===== src/rtl/pipe_ctrl.sv =====
// pipe_ctrl: merges per-stage stall requests into stall/flush vectors for the
// six pipeline registers (PC, IF, ID, EX, MEM, WB). It arbitrates the EX branch
// redirect against the MEM trap redirect. A redirect raised during a stall is
// held until the PC register can accept it. The module also keeps a free-running
// count of stalled cycles.
module pipe_ctrl #(
    localparam int XLEN = 32   // mirrors XLEN from sysconfig.v
) (
    input  logic            clk,
    input  logic            rst,
    input  logic            if_stall_req_i,
    input  logic            id_stall_req_i,
    input  logic            ex_stall_req_i,
    input  logic            mem_stall_req_i,
    input  logic [XLEN-1:0] branch_pc_i,
    input  logic            branch_pc_valid_i,
    input  logic [XLEN-1:0] clint_pc_i,
    input  logic            clint_pc_valid_i,
    output logic [5:0]      stall_valid_o,
    output logic [5:0]      flush_valid_o,
    output logic [XLEN-1:0] redirect_pc_o,
    output logic            redirect_valid_o,
    output logic [31:0]     stall_cycles_o
);

    typedef enum logic {
        RUN  = 1'b0,
        HOLD = 1'b1
    } state_t;

    // Flush patterns for each redirect kind. A trap squashes IF..MEM.
    // A branch squashes only IF and ID.
    localparam logic [5:0] TRAP_FLUSH   = 6'b011110;
    localparam logic [5:0] BRANCH_FLUSH = 6'b000110;

    state_t            state_q, state_d;
    logic [XLEN-1:0]   pend_pc_q, pend_pc_d;
    logic              pend_trap_q, pend_trap_d;
    logic [31:0]       stall_cycles_q, stall_cycles_d;

    logic [5:0]        stall_vec;
    logic [5:0]        bubble_vec;
    logic [5:0]        redir_flush;
    logic              stall_any;

    // The highest requesting stage freezes itself and everything upstream.
    // It also pushes a bubble into the stage just below it.
    always_comb begin
        stall_vec  = 6'b000000;
        bubble_vec = 6'b000000;
        if (mem_stall_req_i) begin
            stall_vec  = 6'b011111;
            bubble_vec = 6'b100000;
        end else if (ex_stall_req_i) begin
            stall_vec  = 6'b001111;
            bubble_vec = 6'b010000;
        end else if (id_stall_req_i) begin
            stall_vec  = 6'b000111;
            bubble_vec = 6'b001000;
        end else if (if_stall_req_i) begin
            stall_vec  = 6'b000011;
            bubble_vec = 6'b000100;
        end
        stall_any = if_stall_req_i | id_stall_req_i | ex_stall_req_i | mem_stall_req_i;
    end

    // Redirect arbitration and the RUN/HOLD next-state logic. A redirect only
    // leaves this block in an unstalled cycle, so the PC register is always
    // write-enabled when it sees one.
    always_comb begin
        state_d          = state_q;
        pend_pc_d        = pend_pc_q;
        pend_trap_d      = pend_trap_q;
        redir_flush      = 6'b000000;
        redirect_valid_o = 1'b0;
        redirect_pc_o    = '0;
        stall_valid_o    = 6'b000000;
        flush_valid_o    = 6'b000000;

        case (state_q)
            RUN: begin
                if (clint_pc_valid_i || branch_pc_valid_i) begin
                    if (!stall_any) begin
                        redirect_valid_o = 1'b1;
                        if (clint_pc_valid_i) begin
                            redirect_pc_o = clint_pc_i;
                            redir_flush   = TRAP_FLUSH;
                        end else begin
                            redirect_pc_o = branch_pc_i;
                            redir_flush   = BRANCH_FLUSH;
                        end
                    end else begin
                        state_d     = HOLD;
                        pend_trap_d = clint_pc_valid_i;
                        pend_pc_d   = clint_pc_valid_i ? clint_pc_i : branch_pc_i;
                    end
                end
            end
            HOLD: begin
                if (stall_any) begin
                    // Only a trap may replace the pending redirect. A later
                    // branch is on a path the trap or the older branch kills.
                    if (clint_pc_valid_i) begin
                        pend_pc_d   = clint_pc_i;
                        pend_trap_d = 1'b1;
                    end
                end else begin
                    state_d          = RUN;
                    redirect_valid_o = 1'b1;
                    if (clint_pc_valid_i) begin
                        redirect_pc_o = clint_pc_i;
                        redir_flush   = TRAP_FLUSH;
                    end else begin
                        redirect_pc_o = pend_pc_q;
                        redir_flush   = pend_trap_q ? TRAP_FLUSH : BRANCH_FLUSH;
                    end
                end
            end
            default: state_d = RUN;
        endcase

        stall_valid_o = stall_vec;
        flush_valid_o = (redir_flush | bubble_vec) & ~stall_vec;

        // Hold every combinational output low while reset is asserted.
        if (!rst) begin
            stall_valid_o    = 6'b000000;
            flush_valid_o    = 6'b000000;
            redirect_valid_o = 1'b0;
            redirect_pc_o    = '0;
        end
    end

    // Count the cycles in which the PC register is frozen. The count wraps
    // naturally at 32 bits.
    always_comb begin
        stall_cycles_d = stall_cycles_q + {31'd0, stall_valid_o[0]};
    end

    // State, pending-redirect and counter registers with synchronous active-low reset.
    always_ff @(posedge clk) begin
        if (!rst) begin
            state_q        <= RUN;
            pend_pc_q      <= '0;
            pend_trap_q    <= 1'b0;
            stall_cycles_q <= 32'd0;
        end else begin
            state_q        <= state_d;
            pend_pc_q      <= pend_pc_d;
            pend_trap_q    <= pend_trap_d;
            stall_cycles_q <= stall_cycles_d;
        end
    end

    assign stall_cycles_o = stall_cycles_q;

endmodule


===== config.mk =====
export PLATFORM = sky130hd
export DESIGN_NAME = pipe_ctrl
export DESIGN_NICKNAME = d
export VERILOG_FILES = /design/src/rtl/pipe_ctrl.sv
export SDC_FILE = /design/constraint.sdc
export NUM_CORES = 1
export LEC_CHECK = 0
export CAP_MARGIN = 10
export CELL_PAD_IN_SITES_DETAIL_PLACEMENT = 1
export CELL_PAD_IN_SITES_GLOBAL_PLACEMENT = 2
export CORE_ASPECT_RATIO = 1.1
export CORE_UTILIZATION = 21
export DETAILED_ROUTE_END_ITERATION = 6
export PLACE_DENSITY = 0.74
export SYNTH_ARGS = -nofsm -noshare
export SYNTH_HDL_FRONTEND = slang
export SYNTH_SLANG_ARGS = --single-unit

===== constraint.sdc =====
create_clock -name clk -period 2.4 [get_ports clk]
set_clock_uncertainty 0.1 [all_clocks]
set_input_delay 0.24 -clock clk [delete_from_list [all_inputs] [get_ports clk]]
set_output_delay 0.24 -clock clk [all_outputs]
set_load 0.01 [all_outputs]

Word level (Yosys, flattened, before mapping)
Index checks and enable logic that the tools add are counted.
{"block": "totals", "ff_bits": 66, "output_inout_bits": 77, "wordCells": 59}
{"block": "op_classes", "add_sub_neg": 1, "n_eq_ne": 4, "muxes": 40, "n_bitwise": 7, "n_reduce_logical": 3}
{"operator": "$mux W32", "count": 9}
{"operator": "$pmux W32 S2", "count": 2}
{"operator": "$mux W5", "count": 8}
{"operator": "$add A32 B1 Y32", "count": 1}
{"operator": "$mux W6", "count": 3}
{"operator": "$pmux W6 S2", "count": 1}
{"operator": "$mux W1", "count": 9}
{"operator": "$mux W4", "count": 2}
{"operator": "$and A6 B6 Y6", "count": 1}
{"operator": "$mux W3", "count": 2}
{"operator": "$ne A2 B2 Y1 const B", "count": 3}
{"operator": "$not A6 Y6", "count": 1}
{"operator": "$or A6 B6 Y6", "count": 1}
{"operator": "$pmux W1 S2", "count": 3}
{"operator": "$reduce_and A4 Y1", "count": 1}
{"operator": "$or A1 B1 Y1", "count": 3}
{"operator": "$reduce_and A3 Y1", "count": 1}
{"operator": "$mux W2", "count": 1}
{"operator": "$ne A2 B1 Y1 const B", "count": 1}
{"operator": "$logic_or A1 B1 Y1", "count": 1}
{"operator": "$not A1 Y1", "count": 1}

Logic depth before layout (Yosys ltp)
Gate-level depths: netlist of run 1.
{"block": "logic_depth", "ltp_word": 9, "depth_mapped": 11, "ltp_nobuf": 8}

Least setup slack after synthesis of run 1
OpenSTA, ideal clock, no wires.
{"block": "synth_timing", "path_type": "in2reg", "from": "in rst", "to": "reg stall_cycles_q[30], in the netlist stall_cycles_o[30]", "setup_time_ps": 135, "arrival_time_ps": 2402, "required_ps": 2165, "path_slack_ps": -237, "path_stages": 11, "path_buffers": 3, "path_cell_list": "inv_1 > clkbuf_1 > a21oi_1 > ha_1 > ha_1 > and4_1 > clkbuf_1 > nand3_1 > clkbuf_1 > o311ai_0 > o41ai_1"}
{"block": "synth_via", "elab_chain_len": 2}
{"item": "start, declared", "line": "10", "text": "input logic rst,"}
{"item": "$mux W6", "line": "126", "text": "if (!rst) begin"}
{"item": "net stall_valid_o[0]", "line": "19", "text": "output logic [5:0] stall_valid_o,"}
{"item": "$add A32 B1 Y32", "line": "137", "text": "stall_cycles_d = stall_cycles_q + {31'd0, stall_valid_o[0]};"}
{"item": "end signal, assigned", "line": "151", "text": "stall_cycles_q <= stall_cycles_d;"}
{"item": "end, declared", "line": "39", "text": "logic [31:0] stall_cycles_q, stall_cycles_d;"}
The timed path passes the listed nets, and every way through them passes these cells.
A chain may end at the register's enable or synchronous reset.

Worst setup path after layout of run 1
{"block": "layout_timing", "from": "in mem_stall_req_i", "to": "out redirect_pc_o[13]"}
{"block": "layout_via", "elab_chain_len": 5, "elab_cells_between_ends": 6, "classes_between": "mux (5); bitwise (1)"}
{"item": "start, declared", "line": "14", "text": "input logic mem_stall_req_i,"}
{"item": "$or A1 B1 Y1 *", "line": "64", "text": "stall_any = if_stall_req_i | id_stall_req_i | ex_stall_req_i | mem_stall_req_i;"}
{"item": "$mux W32", "line": "83", "text": "if (!stall_any) begin"}
{"item": "$mux W32", "line": "82", "text": "if (clint_pc_valid_i || branch_pc_valid_i) begin"}
{"item": "$pmux W32 S2 *", "line": "80", "text": "case (state_q)"}
{"item": "$mux W32 *", "line": "126"}
{"item": "end, declared", "line": "21", "text": "output logic [XLEN-1:0] redirect_pc_o,"}
Mark *: on every way between the ends. The rest lies on a longest branch, timed or not.

==> run summary, run 1 <==
The flow ran to the end, and the final reports show no timing, DRC or antenna violations. The run gives 17.0% as the share of total power in combinational logic. The share of total power dissipated in the clock network is 42.0%.

The tightest min-delay check is of the primary input to register type. The logs give 0 for the count of maximum capacitance violations and 38 for the number of distinct library cells after synthesis. The tools report the nature of the critical path startpoint as a primary input.

At the end of routability-driven placement, the weighted congestion stood at 0.792. Relative to the synthesized area, the layout overhead comes to 63.3%. CTS saw 66 sinks.

The antenna cell count was 0; the largest driver fanout on the critical path was 8. The final layout contains 719 nets. Setup violations remaining at the end of the flow were counted as 0. The data arrival time of the worst path is 1960 ps.

Summed over all layers, the global routing overflow is 0. The floorplan has 50 rows. Data on the critical path is required at its endpoint by 2060 ps. The placed instances occupy a cell area of 0.00563 sq mm. Timing analysis after detailed placement gives a worst setup slack of -508 ps.

TritonCTS built the clock tree. The count of buffering cells on the critical path with inverters included works out to 5. The most frequent cell on the critical path was nor3_4.

The largest incremental delay on the critical path is 270 ps, and the switching share of power is 26.0%. The first global-routing pass estimated 22.4 mm of wire. The analysis attributes to cell leakage a power of 0.00227 uW. After detailed routing, the average wire length per cell comes to 15.8 um. The Yosys step of the flow raised 0 warnings. In this run the power spent charging and discharging nets is 743 uW. After synthesis the netlist holds a flip-flop and latch count of 66. Counting flops with a built-in enable in the synthesized netlist gives 0.

The max-slew violation count is 0, and the minimum setup slack among reg-to-reg paths is 140 ps. For the total die area, the log shows 0.0183 sq mm. The tools report the number of hold violations in the final report as 0. Across the VDD grid, the largest voltage drop is 0.331 mV. The number of global-route vias before repair is 4453. The ratio of cells with drive above 1 in the final layout is 14.5%, and the total vias in the final route is 4070. The clock tree synthesis step divided the H-tree into 3 levels. The tools report the share of total power in sequential cells as 41.0%.

The power per unit of standard cell area was 470 mW/mm^2; the share of flip-flops with an asynchronous set or reset after synthesis was 0%. After technology mapping, the gate count stands at 482. The clock-pin slew reported for the worst setup and hold paths after clock tree synthesis was 50 ps; the final cell area excluding filler cells was 0.00609 sq mm.

The run gives 2860 uW as the total design power. The clock root buffer was clkbuf_16. 149 I/O pins were placed.

Timing would allow up to 0.434 GHz. The number of antenna violations at the first check in global routing is 1. Port buffering added 146 buffers.

The critical path goes through dlygate4sd2_1 > nor3_4 > buf_4 > nand2_2 > nor3_4 > buf_6 > bufbuf_16 > o21a_1 > clkdlybuf4s15_2. Entering global routing, the biggest net connects 36 pins. The clock passes through at most 2 buffers. The later pin in the worst-skew pair is clocked with a latency of 340 ps. The final antenna-violating net count came out at 0. STA classifies the critical path endpoint as an output pin. The kind of cell with the highest combined delay along the critical path is buffers and inverters.

The area inside the core boundary came out at 0.0172 sq mm. Global routing consumed, over all layers together, 15.9% of the routing resources. The routed design could run at a clock period as short as 2300 ps. In the layout the commonest cells are clkdlybuf4s50_1, dfxtp_1, nor2_1, a21oi_1, nand2_1. The via count normalized by instance count came out at 4.62. The most common cell after layout, fill and taps aside was clkdlybuf4s50_1. The tools report the cell area after technology mapping as 0.00373 sq mm. The number of design rule violations left after detail routing was 0; the post-synthesis average cell area was 7.74 sq um. In the synthesized netlist the dominant register cell turns out to be dfxtp_1. The largest individual stage delay along the critical path comes from the cell dlygate4sd2_1. Before antenna repair, the detailed router went through 4 iterations. After layout, the worst setup slack is 98.5 ps. For this block, the routed nets add up to 13.9 mm of wire. Detailed placement ended at an HPWL of 9.58 mm. The die is 129 um wide. The worst setup path is of the primary input to output pin kind. The violation count after the first detailed-routing iteration came out at 158. The initial cell density of the core is 21.7%. The tools report the number of clock buffers inserted by TritonCTS as 9. The internal power summed over all cells is 2120 uW.

Sequential cells were found to cover 35.4% of the synthesized design area. The chip height was 142 um; the portion of the clock cycle consumed by the worst path in the final layout was 95.9%.
-- final cells by class --
class                      count  area [sq um]
clock buffer                  11           243
clock inverter                 3          17.5
fill                        2045         11100
inverter                       6          22.5
multi-input combinational    375          2290
sequential                    66          1320
tap                          234           293
timing repair buffer         186          1900
-- repair_timing --
action                                 4_1_cts  5_1_grt
endpoints found under the hold margin        0        0
hold buffers                                 0        0
cloned                                       3        0
gates resized for setup                     86       12
pin swaps                                    2        1
setup buffers                                4        0
setup endpoints to repair                   44       29
-- power by group through the flow --
stage                     logic [uW]  registers [uW]  clock network (uW)
final                            486            1170                1200
after detailed placement         481            1200                   0
after CTS                        491            1170                1240
after global routing             535            1180                1300
after floorplan                  235            1190                   0
after global placement           469            1190                   0
-- cells in the mapped netlist, types with 2 or more instances --
| master | n | area share, % |
|---|---|---|
| and2_1 | 35 | 5.9 |
| mux2i_1 | 33 | 8.9 |
| o31ai_1 | 6 | 1.2 |
| xor2_1 | 11 | 2.6 |
| dfxtp_1 | 66 | 35 |
| ha_1 | 3 | 1.0 |
| nor3_1 | 5 | 0.67 |
| buf_2 | 3 | 0.40 |
| or4_1 | 8 | 1.6 |
| nor2_1 | 52 | 5.2 |
| buf_4 | 5 | 1.0 |
| and4_1 | 4 | 0.94 |
| nand3_1 | 11 | 1.5 |
| inv_1 | 6 | 0.60 |
| clkbuf_1 | 20 | 2.0 |
| nor4_1 | 2 | 0.34 |
| o21a_1 | 32 | 6.4 |
| nand4_1 | 9 | 1.5 |
| buf_1 | 7 | 0.70 |
| nand2_1 | 45 | 4.5 |
| a21oi_1 | 52 | 7.0 |
| or3_1 | 8 | 1.3 |
| o21ai_0 | 42 | 5.6 |
| or3_2 | 3 | 0.60 |
-- worst paths after layout --
| kind | startpoint | to | cells after the start |
|---|---|---|---|
| hold reg to reg | pend_pc_q[20] | pend_pc_q[20] | 2 |
| setup reg to reg | stall_cycles_o[15] | stall_cycles_o[28] | 4 |
| setup / recovery | mem_stall_req_i | redirect_pc_o[13] | 9 |
| hold / removal | clint_pc_valid_i | pend_trap_q | 3 |
-- worst register-to-register path, stage by stage (launching register included) --
cell and delay [ps]:
dfxtp_1 420, nand4_2 170, or4_1 750, or4_1 580, a21oi_1 170
-- flip-flops by register name, indices dropped and copies added (netlist names) --
name,count
pend_pc_q,32
pend_trap_q,1
stall_cycles_o,32
state_q,1
-- kinds of logic after synthesis --
logic type	Yosys count	synth area share, %
muxes	33	8.86
buffers and inverters	42	4.96
AOI/OAI and AO/OA	136	21.1
and+or+nand+nor	189	25.7
DFF	66	35.4
xor gates and xnor gates	12	2.82
adders and majority gates	3	1.01
other	1	0.101
-- layer usage --
| metal | share of wire, % | global-route usage [%] | up-vias |
|---|---|---|---|
| met5 | 0.093 | 0 | - |
| met4 | 1.6 | 5.94 | 2 |
| met3 | 4.9 | 3.77 | 17 |
| met2 | 48 | 27.6 | 101 |
| met1 | 45 | 18.8 | 1941 |
| li1 | - | - | 2009 |
-- per-stage QoR --
step | setup TNS, ps | std cells | hold WS (ps) | util [%]
floorplan | 0 | 483 | 262 | -
global placement | -15410 | 860 | 342 | 32.7
detailed placement | -17460 | 860 | 349 | 32.7
CTS | 0 | 881 | 198 | 35.2
global route | -8.62 | 881 | 269 | 35.4
finish | 0 | 881 | 228 | 35.4
(Power assumes the default switching activity.)
==> inputs of run 2 (changes only) <==
--- a/config.mk
+++ b/config.mk
@@ -5,6 +5,7 @@
 export SDC_FILE = /design/constraint.sdc
 export NUM_CORES = 1
 export LEC_CHECK = 0
+export ABC_CLOCK_PERIOD_IN_PS = 2400
 export CAP_MARGIN = 10
 export CELL_PAD_IN_SITES_DETAIL_PLACEMENT = 1
 export CELL_PAD_IN_SITES_GLOBAL_PLACEMENT = 2
==> results of run 2 <==
Same layout as run 1: the final DEF is identical, and so are final timing and power.
